## config.mk

```make
export PLATFORM = sky130hd
export DESIGN_NAME = rr_stream_mux_flat
export DESIGN_NICKNAME = d
export VERILOG_FILES = /design/src/rtl/rr_stream_mux_if.sv /design/src/rtl/rr_stream_mux.sv /design/src/flat_wrapper.sv
export SDC_FILE = /design/constraint.sdc
export NUM_CORES = 1
export LEC_CHECK = 0
export CORE_UTILIZATION = 39
export CTS_CLUSTER_SIZE = 25
export DETAILED_ROUTE_END_ITERATION = 12
export PLACE_DENSITY = 0.87
export SETUP_SLACK_MARGIN = 0.05
export SLEW_MARGIN = 20
export SYNTH_ARGS = -nofsm -noshare
export SYNTH_HDL_FRONTEND = slang
export SYNTH_SLANG_ARGS = --single-unit
```

## constraint.sdc

```tcl
create_clock -name clk -period 2.85 [get_ports clk]
set_clock_uncertainty 0.1 [all_clocks]
set_input_delay 0.57 -clock clk [delete_from_list [all_inputs] [get_ports clk]]
set_output_delay 0.57 -clock clk [all_outputs]
set_load 0.01 [all_outputs]
```

## src/rtl/rr_stream_mux_if.sv

```systemverilog
// Handshake bundle for rr_stream_mux: N input streams, arbitration controls and one output stream.
// The slave modport is the mux's view; master is the producer/consumer environment.
interface rr_stream_mux_if #(
  parameter int unsigned N  = 4,
  parameter int unsigned W  = 8,
  parameter int unsigned SW = 2
);
  logic [N-1:0]   in_valid;
  logic [N*W-1:0] in_data;
  logic [N-1:0]   in_ready;
  logic           mode;
  logic [SW-1:0]  sel;
  logic           out_valid;
  logic [W-1:0]   out_data;
  logic [SW-1:0]  out_ch;
  logic           out_ready;

  modport master (
    output in_valid, in_data, mode, sel, out_ready,
    input  in_ready, out_valid, out_data, out_ch
  );

  modport slave (
    input  in_valid, in_data, mode, sel, out_ready,
    output in_ready, out_valid, out_data, out_ch
  );
endinterface

```

## src/rtl/rr_stream_mux.sv

```systemverilog
// N-channel valid/ready stream mux with fixed-select or round-robin arbitration
// feeding a one-entry output register.
module rr_stream_mux #(
  parameter int unsigned N  = 4,
  parameter int unsigned W  = 8,
  parameter int unsigned SW = 2
) (
  input logic            clk,
  input logic            rst_n,
  rr_stream_mux_if.slave bus
);

  logic          out_valid_q, out_valid_d;
  logic [W-1:0]  out_data_q, out_data_d;
  logic [SW-1:0] out_ch_q, out_ch_d;
  logic [SW-1:0] ptr_q, ptr_d;

  logic          load;
  logic          xfer;
  logic          fix_vld;
  logic          rr_vld;
  logic [SW-1:0] rr_idx;
  logic          grant_vld;
  logic [SW-1:0] grant_idx;
  logic [W-1:0]  grant_data;

  // ptr + off wrapped into 0..N-1; off never exceeds N so one subtraction suffices.
  function automatic logic [SW-1:0] wrap_idx(input logic [SW-1:0] base, input int unsigned off);
    int unsigned s;
    s = 32'(base) + off;
    if (s >= N) s = s - N;
    return SW'(s);
  endfunction

  assign load = !out_valid_q || bus.out_ready;

  // Comparing against every legal index keeps sel >= N from ever granting.
  always_comb begin
    fix_vld = 1'b0;
    for (int unsigned i = 0; i < N; i++) begin
      if (bus.sel == SW'(i) && bus.in_valid[i]) fix_vld = 1'b1;
    end
  end

  always_comb begin
    rr_vld = 1'b0;
    rr_idx = '0;
    for (int unsigned k = 1; k <= N; k++) begin
      if (!rr_vld && bus.in_valid[wrap_idx(ptr_q, k)]) begin
        rr_vld = 1'b1;
        rr_idx = wrap_idx(ptr_q, k);
      end
    end
  end

  always_comb begin
    grant_vld = bus.mode ? rr_vld : fix_vld;
    grant_idx = bus.mode ? rr_idx : bus.sel;
  end

  always_comb begin
    grant_data = '0;
    for (int unsigned i = 0; i < N; i++) begin
      if (grant_idx == SW'(i)) grant_data = bus.in_data[i*W +: W];
    end
  end

  // No transfer may be signalled while reset is held.
  assign xfer = rst_n && load && grant_vld;

  always_comb begin
    bus.in_ready = '0;
    for (int unsigned i = 0; i < N; i++) begin
      bus.in_ready[i] = xfer && (grant_idx == SW'(i));
    end
  end

  always_comb begin
    out_valid_d = out_valid_q;
    out_data_d  = out_data_q;
    out_ch_d    = out_ch_q;
    ptr_d       = ptr_q;
    if (load) begin
      out_valid_d = grant_vld;
      if (grant_vld) begin
        out_data_d = grant_data;
        out_ch_d   = grant_idx;
        if (bus.mode) ptr_d = grant_idx;
      end
    end
  end

  always_ff @(posedge clk or negedge rst_n) begin
    if (!rst_n) begin
      out_valid_q <= 1'b0;
      out_data_q  <= '0;
      out_ch_q    <= '0;
      ptr_q       <= SW'(N - 1);
    end else begin
      out_valid_q <= out_valid_d;
      out_data_q  <= out_data_d;
      out_ch_q    <= out_ch_d;
      ptr_q       <= ptr_d;
    end
  end

  assign bus.out_valid = out_valid_q;
  assign bus.out_data  = out_data_q;
  assign bus.out_ch    = out_ch_q;

endmodule

```

## src/flat_wrapper.sv

```systemverilog
// flat-port wrapper written by rule: the top's interface ports become plain ports
module rr_stream_mux_flat 
#(
  parameter int unsigned N  = 4,
  parameter int unsigned W  = 8,
  parameter int unsigned SW = 2
)
  (clk, rst_n, bus_in_valid, bus_in_data, bus_mode, bus_sel, bus_out_ready, bus_in_ready, bus_out_valid, bus_out_data, bus_out_ch);
  rr_stream_mux_if #(.N(N), .W(W), .SW(SW)) bus_i ();
  input logic clk;
  input logic rst_n;
  input wire logic [$bits(bus_i.in_valid)-1:0] bus_in_valid;
  input wire logic [$bits(bus_i.in_data)-1:0] bus_in_data;
  input wire logic [$bits(bus_i.mode)-1:0] bus_mode;
  input wire logic [$bits(bus_i.sel)-1:0] bus_sel;
  input wire logic [$bits(bus_i.out_ready)-1:0] bus_out_ready;
  output wire logic [$bits(bus_i.in_ready)-1:0] bus_in_ready;
  output wire logic [$bits(bus_i.out_valid)-1:0] bus_out_valid;
  output wire logic [$bits(bus_i.out_data)-1:0] bus_out_data;
  output wire logic [$bits(bus_i.out_ch)-1:0] bus_out_ch;
  assign bus_i.in_valid = bus_in_valid;
  assign bus_i.in_data = bus_in_data;
  assign bus_i.mode = bus_mode;
  assign bus_i.sel = bus_sel;
  assign bus_i.out_ready = bus_out_ready;
  assign bus_in_ready = bus_i.in_ready;
  assign bus_out_valid = bus_i.out_valid;
  assign bus_out_data = bus_i.out_data;
  assign bus_out_ch = bus_i.out_ch;
  rr_stream_mux #(.N(N), .W(W), .SW(SW)) u_core (.clk(clk), .rst_n(rst_n), .bus(bus_i));
endmodule
```

# [Word-level counts from Yosys, hierarchy flattened]
# Cells that the tools add are included.
[totals] word_cells=78 output_inout_bits=15 inputBits=42 reg_bits=13
[classes] n_eq_ne=6 n_mux=30 order_cmp=8 add_sub_neg=8 n_reduce_logical=22
[ops] operator="$mux 8" count=4
[ops] operator="$mux 2" count=9
[ops] operator="$logic_and 1x1->1" count=13
[ops] operator="$mux 1" count=13
[ops] operator="$lt 2x3->1 const B" count=4
[ops] operator="$ge 3x3->1 const B" count=3
[ops] operator="$bmux 1 s2" count=4
[ops] operator="$eq 2x2->1 const B" count=4
[ops] operator="$sub 2x1->2 const B" count=4
[ops] operator="$add 2x2->3 const B" count=2
[ops] operator="$add 2x3->4 const B" count=1
[ops] operator="$eq 2x1->1 const B" count=2
[ops] operator="$ge 4x3->1 const B" count=1
[ops] operator="$logic_not 1->1" count=4
[ops] operator="$logic_not 2->1" count=2
[ops] operator="$add 2x1->3 const B" count=1
[ops] operator="$reduce_and 3->1" count=1
[ops] operator="$reduce_and 2->1" count=1
[ops] operator="$logic_or 1x1->1" count=1

# [Logic depth before layout (Yosys ltp)]
# Gate-level depths: netlist of the first run.
[logic_depth] depth_word=21 ltp_mapped=8 mapped_depth_nobuf=6

# [Least setup slack after synthesis of the first run]
# No wires, ideal clock.
[synth_timing] path_type="register to output" startpoint="register u_core.ptr_q[0]" endpoint="output bus_in_ready[0]" path_buffers=2 setup_slack_ps=280 arrival_time_ps=1900 path_stages_with_launch=9 required_ps=2180 path_cell_list="dfstp_2 buf_2 nor2_1 o21ai_1 a211oi_2 nor3_2 buf_2 nand2_1 nor3b_1"
[synth_between] elab_chain_len=18 elab_cells_between_ends=43 cone_classes="add/sub: 8; order compare: 4; mux: 22; reduce/logical: 9"
[synth_rtl] item="start: declaration" line_no="rr_stream_mux.sv:16" text="logic [SW-1:0] ptr_q, ptr_d;"
[synth_rtl] item="start signal: assignment" line_no="rr_stream_mux.sv:98" text="ptr_q <= SW'(N - 1);"
[synth_rtl] item="start signal: assignment" line_no="rr_stream_mux.sv:103" text="ptr_q <= ptr_d;"
[synth_rtl] item="$add 2x1->3" line_no="rr_stream_mux.sv:30" text="s = 32'(base) + off;"
[synth_rtl] item="$ge 3x3->1 / $sub 2x1->2 (equally long branches)" line_no="rr_stream_mux.sv:31" text="if (s >= N) s = s - N;"
[synth_rtl] item="$mux 2" line_no="rr_stream_mux.sv:31"
[synth_rtl] item="$bmux 1 s2" line_no="rr_stream_mux.sv:49" text="if (!rr_vld && bus.in_valid[wrap_idx(ptr_q, k)]) begin"
[synth_rtl] item="$mux 1 (not written as such)" line_no="rr_stream_mux.sv:49"
[synth_rtl] item="$mux 1" line_no="rr_stream_mux.sv:49"
[synth_rtl] item="$logic_not 1->1" line_no="rr_stream_mux.sv:49"
[synth_rtl] item="$logic_and 1x1->1" line_no="rr_stream_mux.sv:49"
[synth_rtl] item="[... 2 more ...]"
[synth_rtl] item="$logic_and 1x1->1" line_no="rr_stream_mux.sv:49"
[synth_rtl] item="$mux 1" line_no="rr_stream_mux.sv:49"
[synth_rtl] item="$logic_not 1->1" line_no="rr_stream_mux.sv:49"
[synth_rtl] item="$logic_and 1x1->1" line_no="rr_stream_mux.sv:49"
[synth_rtl] item="$mux 2 / $mux 1 (equally long branches)" line_no="rr_stream_mux.sv:49"
[synth_rtl] item="$mux 2 / $mux 1 (equally long branches)" line_no="rr_stream_mux.sv:58, rr_stream_mux.sv:57"
[synth_rtl] item="$logic_not 2->1 / $logic_and 1x1->1 (equally long branches)" line_no="rr_stream_mux.sv:74, rr_stream_mux.sv:69"
[synth_rtl] item="$logic_and 1x1->1 (*)" line_no="rr_stream_mux.sv:74" text="bus.in_ready[i] = xfer && (grant_idx == SW'(i));"
[synth_rtl] item="end: declaration" line_no="flat_wrapper.sv:17" text="output wire logic [$bits(bus_i.in_ready)-1:0] bus_in_ready;"
# Mark *: on every way between the ends. The rest lies on a longest branch, timed or not. The select of a mux whose other input is x is not followed.

# [Worst setup path in the final report of the first run]
# Ends and elaborated chain as after synthesis.

==> reports/results.txt, run 1 <==
status = finished clean
leakage = 0.7778 nW
via count = 1133
IO Count = 57
Crit Path Max Fanout = 5
PortBufs = 56
crit path DAT = 2.11 ns
mapped cell area = 0.001084 mm2
CTS Sinks = 13
Initial Util = 42.58%
most frequent cells in the layout = clkdlybuf4s50_1 (46), buf_4 (22), mux2_2 (16)
DR iter-0 viols = 12
most common cell after layout, fill and taps aside = clkdlybuf4s50_1
vias per cell = 5.500
drt pass-1 iters = 4
post-synthesis sequential area ratio = 30.25%
endpoints failing setup = 0
GRT Residual Overflow = 0
H-Tree Depth = 1
Avg WL per Cell = 16.53 um
synth warn = 0
Final min period = 2.777 ns
CTS buffer count = 3
CP delay by family, top = flip-flops
core area = 0.002545 mm2
Final Util = 74.04%
RR Startpoint = u_core.ptr_q[0]
vias in the first global route = 1131
GRT Overall Usage = 25.48%
Max IR drop VDD = 0.4570 mV
worst-margin pin slew = 0.3586 ns
worst r2r path cells = 7
CP Class = reg -> out
Final Power = 1.161 mW
Syn Inst Count = 103
share of cells above drive strength 1 = 40.91%
unrepaired setup endpoints after global routing = true
fillers = 163
die height = 54.71 um
register-to-register setup slack = 0.33 ns
crit path buf inv count = 1
Area Overhead vs Synth = 73.90%
WHS Path Cells = 2
first-pass GRT wire length = 5.319 mm
Hold WC Path Type = reg -> reg
WP data required = 2.18 ns
DP Wirelength = 2.477 mm
Final nets = 219
clk buf depth = 2
largest net degree at the start of global routing = 15
final weighted congestion in routability-driven placement = 0.8313
power per cell area = 616.2 mW/mm2
Worst R2R End = u_core.bus.out_data[7]
Setup WS pre-CTS = -0.5732 ns
Slowest cell on crit path = dfstp_2
Synth Area per Inst = 10.52 um2
DRC Markers = 0
crit share post-route = 97.46%
syn nets = 145
critical path's largest stage delay = 0.59 ns
DRT antenna net count = 0
Reg clk slew, reported paths = 0.08 ns
Die Wd = 54.71 um
setup ws final = 0.07251 ns
Final Hold Violating Endpoints = 0
#FFs+latches synth = 13
Startpoint Class = flop
wirelength, routed = 3.405 mm
cells along the critical path = mux4_2, a211oi_4, nor3_4, nand2_2, nor3b_2, clkdlybuf4s15_2
Final Max Tran Viols = 0
Fmax achieved = 0.3600 GHz
initial antenna violation count = 0
n_diodes = 0
die area = 0.002993 mm2
Slew headroom = 75.79%
root buf cell = clkbuf_4
worst skew pair latency = 0.27 ns
post-route cell area = 0.001884 mm2
Max Cap Viol = 0
HP Start = u_core.bus.out_ch[1]
hold path endpoint = u_core.bus.out_ch[1]
Core Rows = 18
Crit. End Element = output port
Cell variety after synth = 37
CTS tree = built
Cell Area, Placed = 0.001760 mm2
-- per-layer routing --
layer | up-vias | routed length, um | part of all wire [%] | global-route usage, %
met1 | 538 | 1342 | 39 | 30.76
met3 | 6 | 241 | 7.1 | 4.722
met4 | 0 | 65 | 1.9 | 10.26
met2 | 53 | 1756 | 52 | 43.78
li1 | 536 | - | - | -
met5 | - | 0 | 0 | 0
-- cell families (layout without fill, tap and decap cells) --
group           Yosys count  in the layout  synth area share, %
mux                      20             20                22.63
flops                    13             13                30.25
buf+inv                  13             86                7.851
simple gates             31             31                18.13
compound gates           26             26                21.13
-- cells in the mapped netlist, drive strengths merged --
library cell | instances | area [um2]
mux4 | 2 | 45.04
inv | 4 | 15.01
o221a | 1 | 11.26
o21ai | 3 | 15.01
mux2 | 16 | 180.2
dfstp | 2 | 52.55
nand2 | 4 | 15.01
a311o | 1 | 10.01
nor2b | 8 | 57.55
dfrtp | 11 | 275.3
nand3 | 1 | 5.000
a211oi | 2 | 20.02
and3b | 1 | 8.760
a21oi | 2 | 10.01
o211ai | 1 | 7.510
a21o | 1 | 7.510
a31oi | 2 | 27.53
o22ai | 1 | 6.260
nor2 | 3 | 11.26
a221o | 8 | 80.08
and2 | 1 | 8.760
o31ai | 1 | 7.510
o21bai | 1 | 7.510
buf | 9 | 70.06
and2b | 3 | 22.52
nor3b | 4 | 30.03
nand2b | 2 | 12.51
mux2i | 2 | 20.02
o311ai | 1 | 8.760
a32o | 1 | 10.01
nor3 | 4 | 25.02
-- power by group --
part | leakage (nW) | switching [mW] | internal (mW)
Combinational | 0.610 | 0.301 | 0.429
Clock | 0.0150 | 0.0588 | 0.0540
Sequential | 0.153 | 0.0511 | 0.267
Total | 0.778 | 0.411 | 0.750
-- stage by stage --
stage	std cells	TNS (ns)	hold WS, ns
after floorplan	103	0	0.1744
after global placement	199	-3.052	0.3661
after detailed placement	199	-3.960	0.4247
after CTS	206	0	0.4436
after global routing	206	0	0.4618
final	206	0	0.4360
-- timing repair --
action	4_1_cts	5_1_grt
hold buffers	0	0
setup buffers	3	0
pin swaps	4	2
resized for setup	33	12
endpoints found under the setup margin	9	4
-- worst min-delay path, delay by kind of cell, from the launching register on --
kind / cells / cell delay (ns)
and+or+nand+nor: 1 / 0.07
DFF: 1 / 0.37
AOI/OAI and AO/OA: 1 / 0.07
-- how the worst max path moves through the flow --
stage	cells past startpoint	from	end
after floorplan	8	u_core.ptr_q[0]	bus_in_ready[0]
final	6	u_core.ptr_q[0]	bus_in_ready[0]
after CTS	8	u_core.ptr_q[0]	bus_in_ready[3]
after global routing	6	u_core.ptr_q[0]	bus_in_ready[0]
after global placement	8	bus_in_valid[2]	bus_in_ready[1]
after detailed placement	8	bus_in_valid[2]	bus_in_ready[1]
-- final cells by class --
class / instances / area [um2] / area share [%]
tap: 30 / 37.54 / 1.992
multi-input combinational: 77 / 759.5 / 40.31
clock buffer: 4 / 26.28 / 1.394
timing repair buffer: 78 / 718.2 / 38.11
inverter: 4 / 15.01 / 0.7968
sequential: 13 / 327.8 / 17.40
-- state kept, by name (all words and copies together), names as in the netlist --
register and flops:
u_core.bus.out_ch 2, u_core.bus.out_data 8, u_core.ptr_q 2, u_core.bus.out_valid 1
(Power assumes the default switching activity.)
==> inputs of run 2 (changes only) <==
--- a/config.mk
+++ b/config.mk
@@ -6,10 +6,11 @@
 export NUM_CORES = 1
 export LEC_CHECK = 0
 export CORE_UTILIZATION = 39
+export CTS_BUF_LIST = sky130_fd_sc_hd__clkbuf_8 sky130_fd_sc_hd__clkbuf_16
 export CTS_CLUSTER_SIZE = 25
 export DETAILED_ROUTE_END_ITERATION = 12
 export PLACE_DENSITY = 0.87
-export SETUP_SLACK_MARGIN = 0.05
+export SETUP_SLACK_MARGIN = 0.1
 export SLEW_MARGIN = 20
 export SYNTH_ARGS = -nofsm -noshare
 export SYNTH_HDL_FRONTEND = slang
==> reports/results.txt, run 2 (same netlist as run 1, synthesis figures left out) <==
Cell Area, Placed = 0.001760 mm2 (unchanged)
Slew headroom = 78.13% (+2.3 points)
Startpoint Class = input port
CTS tree = built
crit path DAT = 2.02 ns (-0.09 ns)
CP Class = in -> out
Reg clk slew, reported paths = 0.06 ns (-0.02 ns)
HP Start = u_core.bus.out_ch[0]
Slowest cell on crit path = clkdlybuf4s50_1
Largest register FFs = 8 (unchanged)
first-pass GRT wire length = 5.168 mm (-2.8%)
Final Hold Violating Endpoints = 0 (unchanged)
worst hold slack = 0.3998 ns (-0.03616 ns)
Crit. End Element = output port
CTS Sinks = 13 (unchanged)
wirelength, routed = 3.329 mm (-2.2%)
root buf cell = clkbuf_8
Core Rows = 18 (unchanged)
endpoints failing setup = 0 (unchanged)
Area Overhead vs Synth = 74.02% (about the same)
vias in the first global route = 1137 (+0.53%)
power per cell area = 641.0 mW/mm2 (+4.0%)
largest net degree at the start of global routing = 15 (unchanged)
initial antenna violation count = 0 (unchanged)
via count = 1137 (+0.35%)
Initial Util = 42.58% (unchanged)
PortBufs = 56 (unchanged)
Fmax achieved = 0.3718 GHz (+3.3%)
Die Wd = 54.71 um (unchanged)
share of cells above drive strength 1 = 41.48% (+0.57 points)
status = finished clean
Final Max Tran Viols = 0 (unchanged)
Final nets = 219 (unchanged)
drt pass-1 iters = 4 (unchanged)
die height = 54.71 um (unchanged)
H-Tree Depth = 1 (unchanged)
DRT antenna net count = 0 (unchanged)
RR Startpoint = u_core.ptr_q[0]
Max Cap Viol = 0 (unchanged)
DR iter-0 viols = 16 (+4)
Final Power = 1.209 mW (+4.1%)
DP Wirelength = 2.477 mm (unchanged)
GRT Overall Usage = 24.83% (-0.65 points)
IO Count = 57 (unchanged)
post-route cell area = 0.001886 mm2 (about the same)
crit share post-route = 94.36% (-3.1 points)
most common cell after layout, fill and taps aside = clkdlybuf4s50_1
worst-margin pin slew = 0.3239 ns (-0.03473 ns)
WP data required = 2.18 ns (about the same)
core area = 0.002545 mm2 (unchanged)
critical path's largest stage delay = 0.49 ns (-0.10 ns)
Avg WL per Cell = 16.16 um (-2.2%)
cells along the critical path = clkdlybuf4s50_1, mux4_2, nor2_4, nor3_4, nand2_2, nor3b_2, buf_2
die area = 0.002993 mm2 (unchanged)
GRT Residual Overflow = 0 (unchanged)
n_diodes = 0 (unchanged)
most frequent cells in the layout = clkdlybuf4s50_1 (46), buf_4 (22), mux2_2 (16)
Max IR drop VDD = 0.4669 mV (+2.2%)
leakage = 0.7871 nW (+1.2%)
unrepaired setup endpoints after global routing = true
vias per cell = 5.519 (+0.35%)
Worst setup startpoint = bus_sel[1]
worst skew pair latency = 0.24 ns (-0.03 ns)
fillers = 168 (+3.1%)
Crit Path Max Fanout = 4 (-1)
Hold WC Path Type = reg -> reg
clk buf depth = 2 (unchanged)
final weighted congestion in routability-driven placement = 0.8313 (unchanged)
Final min period = 2.689 ns (-0.08814 ns)
CTS buffer count = 3 (unchanged)
DRC Markers = 0 (unchanged)
[run 2: cell count changes in the layout (fill, tap and decap cells not counted), sizes merged]
cell	delta
buf	+5
dlymetal6s2s	-1
clkdlybuf4s15	-3
dlygate4sd2	+1
clkbuf	-3
inv	+1
[run 2: layout make-up]
class / count / area, um2 / share of cell area (%)
clock buffer: 3 / 41.29 / 2.190
clock inverter: 1 / 3.754 / 0.1991
sequential: 13 / 327.8 / 17.39
tap: 30 / 37.54 / 1.991
multi-input combinational: 77 / 764.5 / 40.54
inverter: 4 / 15.01 / 0.7963
timing repair buffer: 78 / 695.7 / 36.89
[run 2: final timing paths]
kind,to,slack [ns],cells after the start
max in group asynchronous,u_core.ptr_q[0],1.81,2
max,bus_in_ready[1],0.16,7
min reg2reg,u_core.bus.out_ch[0],0.40,1
min,u_core.bus.out_ch[0],0.40,1
max reg2reg,u_core.bus.out_data[7],0.36,7
min in group asynchronous,u_core.bus.out_data[1],0.60,2
[run 2: metal layers]
layer,global-route usage [%],wire length [um]
met4,7.692,8
met1,29.70,1323
met5,0,0
met2,43.57,1745
met3,5.278,252
[run 2: where the power goes]
part / switching (mW) / leakage (nW) / total (mW) / internal (mW)
Combinational: 0.297 / 0.607 / 0.729 / 0.432
Clock: 0.0659 / 0.0269 / 0.161 / 0.0950
Sequential: 0.0506 / 0.153 / 0.318 / 0.268
[run 2: what timing repair did]
item	4_1_cts	5_1_grt
resized for setup	38	14
gates cloned	0	0
setup endpoints to repair	11	4
buffers inserted	3	0
hold buffers	0	0
pin swaps	3	4
[run 2: critical path: cells and delay by family]
| family | cells | cell delay (ns) |
|---|---|---|
| multiplexers | 1 | 0.22 |
| buffers and inverters | 2 | 0.65 |
| AND/OR/NAND/NOR | 4 | 0.58 |
[run 2: stage by stage]
step                      worst slack, ns  setup TNS [ns]  cells  utilization (%)
after floorplan                    0.2805               0    103                -
after global placement            -0.5543          -3.052    199            69.17
after detailed placement          -0.5732          -3.960    199            69.17
after CTS                         0.08810               0    206            73.75
after global routing              0.08672               0    206            74.09
final                              0.1607               0    206            74.09
==> RTL change (config.mk and constraints of run 2) <==
`SW` is set to 2 in 3 places; all go to 4.
--- a/src/rtl/rr_stream_mux_if.sv
+++ b/src/rtl/rr_stream_mux_if.sv
@@ -3,7 +3,7 @@
 interface rr_stream_mux_if #(
   parameter int unsigned N  = 4,
   parameter int unsigned W  = 8,
-  parameter int unsigned SW = 2
+  parameter int unsigned SW = 4
 );
   logic [N-1:0]   in_valid;
   logic [N*W-1:0] in_data;
--- a/src/rtl/rr_stream_mux.sv
+++ b/src/rtl/rr_stream_mux.sv
@@ -3,7 +3,7 @@
 module rr_stream_mux #(
   parameter int unsigned N  = 4,
   parameter int unsigned W  = 8,
-  parameter int unsigned SW = 2
+  parameter int unsigned SW = 4
 ) (
   input logic            clk,
   input logic            rst_n,
--- a/src/flat_wrapper.sv
+++ b/src/flat_wrapper.sv
@@ -3,7 +3,7 @@
 #(
   parameter int unsigned N  = 4,
   parameter int unsigned W  = 8,
-  parameter int unsigned SW = 2
+  parameter int unsigned SW = 4
 )
   (clk, rst_n, bus_in_valid, bus_in_data, bus_mode, bus_sel, bus_out_ready, bus_in_ready, bus_out_valid, bus_out_data, bus_out_ch);
   rr_stream_mux_if #(.N(N), .W(W), .SW(SW)) bus_i ();
Interface: changed (resized bus_out_ch and bus_sel); port bits go from 57 to 61. No check against the original RTL was run, so the function may have changed too.
==> RTL change against run 2 <==
  * Highest routed layer unchanged
  * The run now ends with setup timing left
  * First-iteration DRC count grew to 16 times the old value
  * Synthesized area is 60% higher
  * Cell area is 80% higher
  * Sequential share of layout area is 4.7 points lower
  * Count of clock-buffer cells in the layout stayed put
  * Sequential cell count is 4 higher
  * Routed wire length grew to 3.1 times the old value
  * Setup slack worse by 1200 ps
  * Cell count is 82% higher
  * Total power grew to 3.2 times the old value
  * Die area is 58% higher
==> RTL change: results (changes against run 2) <==
metric,value,unit,change
Placed Area,2830,sq um,was 1760 sq um
post-synth net total,246,,was 145
total leakage power,0.00147,uW,was 0.000787 uW
most frequent cells after synthesis,"nand2_1, dfrtp_1, ha_1",,"was mux2_2, dfrtp_1, a221o_1"
Synth Area in XOR/XNOR,4.04,%,was 0%
peak supply drop,0.759,mV,was 0.467 mV
post-synthesis mux area share,13.1,%,was 22.6%
Multi-input gate area,1520,sq um,was 764 sq um
"Largest stage delay, worst path",640,ps,was 490 ps
1st-iter DRT viols,254,,was 16
Pwr Density,1140,nW/um^2,was 641 nW/um^2
later-pin clock latency in the skew report,270,ps,was 240 ps
largest net degree at the start of global routing,17,,was 15
"Seq/Total Area, Yosys",24.7,%,was 30.3%
worst setup margin,-1030,ps,was 161 ps
Synth Area in Compound Gates,23.2,%,was 21.1%
IO Port Bufs,60,,was 56
Worst-path clk slew,80,ps,was 60 ps
final setup violation count,16,,was 0
violated checks,setup timing,,
Rel. slew slack,75.3,%,was 78.1%
switching part of the total,45.4,%,was 34.2%
post-CTS sizing,50,,was 38
Post-Place Setup Slack,-1120,ps,was -573 ps
TritonRoute pass-1 iters,5,,was 4
Nets,382,,was 219
vias in the first global route,2423,,was 1137
area share of fa/ha/maj cells after synthesis,10.1,%,was 0%
Total GRT Usage,36.4,%,was 24.8%
clock network fraction of design power,5.2,%,was 13.3%
DPL Wire Length,4800,microns,was 2480 microns
number of vias per cell,6.71,,was 5.52
Syn Inst Count,188,,was 103
GPL Wtd Cong,0.832,,was 0.831
Fillers,180,,was 168
outcome,finished with violations,,"was complete, no violations"
"slowest stage cell, crit path",dfstp_2,,was clkdlybuf4s50_1
share of cells above drive strength 1,48.0,%,was 41.5%
Flop pwr share,13.2,%,was 26.3%
-- RTL change: cell types whose count changed in the layout (fill, tap and decap cells not counted), sizes merged, moves of 8 or more --
cell,delta
nor2,+10
nand2,+20
ha,+14
buf,+61
a221o,-8
o221ai,+9
a2bb2oi,+9
-- RTL change: cell families (layout without fill, tap and decap cells) --
kind of cell             count (synthesis)  count (layout)
AO/OA/AOI/OAI                           49              49
XOR/XNOR                                 8               8
adder cells (fa/ha/maj)                 14              14
buffers and inverters                   21             156
flip-flops                              17              17
multiplexers                            18              18
other                                    0               1
AND/OR/NAND/NOR                         61              61
-- RTL change: cell type report --
class	instances	area share, %
inverter	7	0.923
multi-input combinational	150	44.9
antenna	1	0.0738
tap	50	1.85
sequential	17	12.7
clock inverter	1	0.148
clock buffer	3	1.22
timing repair buffer	145	38.2
-- RTL change: final timing paths --
check / from / slack [ps] / end
hold reg to reg: u_core.bus.out_ch[3]$_DFFE_PN0P_ / 430 / u_core.bus.out_ch[3]$_DFFE_PN0P_
max in group asynchronous: rst_n / 1640 / u_core.ptr_q[0]$_DFFE_PN1P_
setup / recovery: u_core.ptr_q[1]$_DFFE_PN1P_ / -1030 / bus_in_ready[3]
hold / removal: u_core.bus.out_ch[3]$_DFFE_PN0P_ / 430 / u_core.bus.out_ch[3]$_DFFE_PN0P_
setup reg to reg: u_core.ptr_q[1]$_DFFE_PN1P_ / -910 / u_core.ptr_q[2]$_DFFE_PN0P_
min in group asynchronous: rst_n / 700 / u_core.bus.out_data[4]$_DFFE_PN0P_
-- RTL change: routing by layer --
layer  track usage (%)  share of wire, %  up-vias  wire length (microns)
met3              9.21                10      113                   1030
met5                 0                 0        -                      0
met1              40.9                33     1144                   3410
met2              59.8                46      278                   4690
li1                  -                 -      974                      -
met4              25.8                11        0                   1100
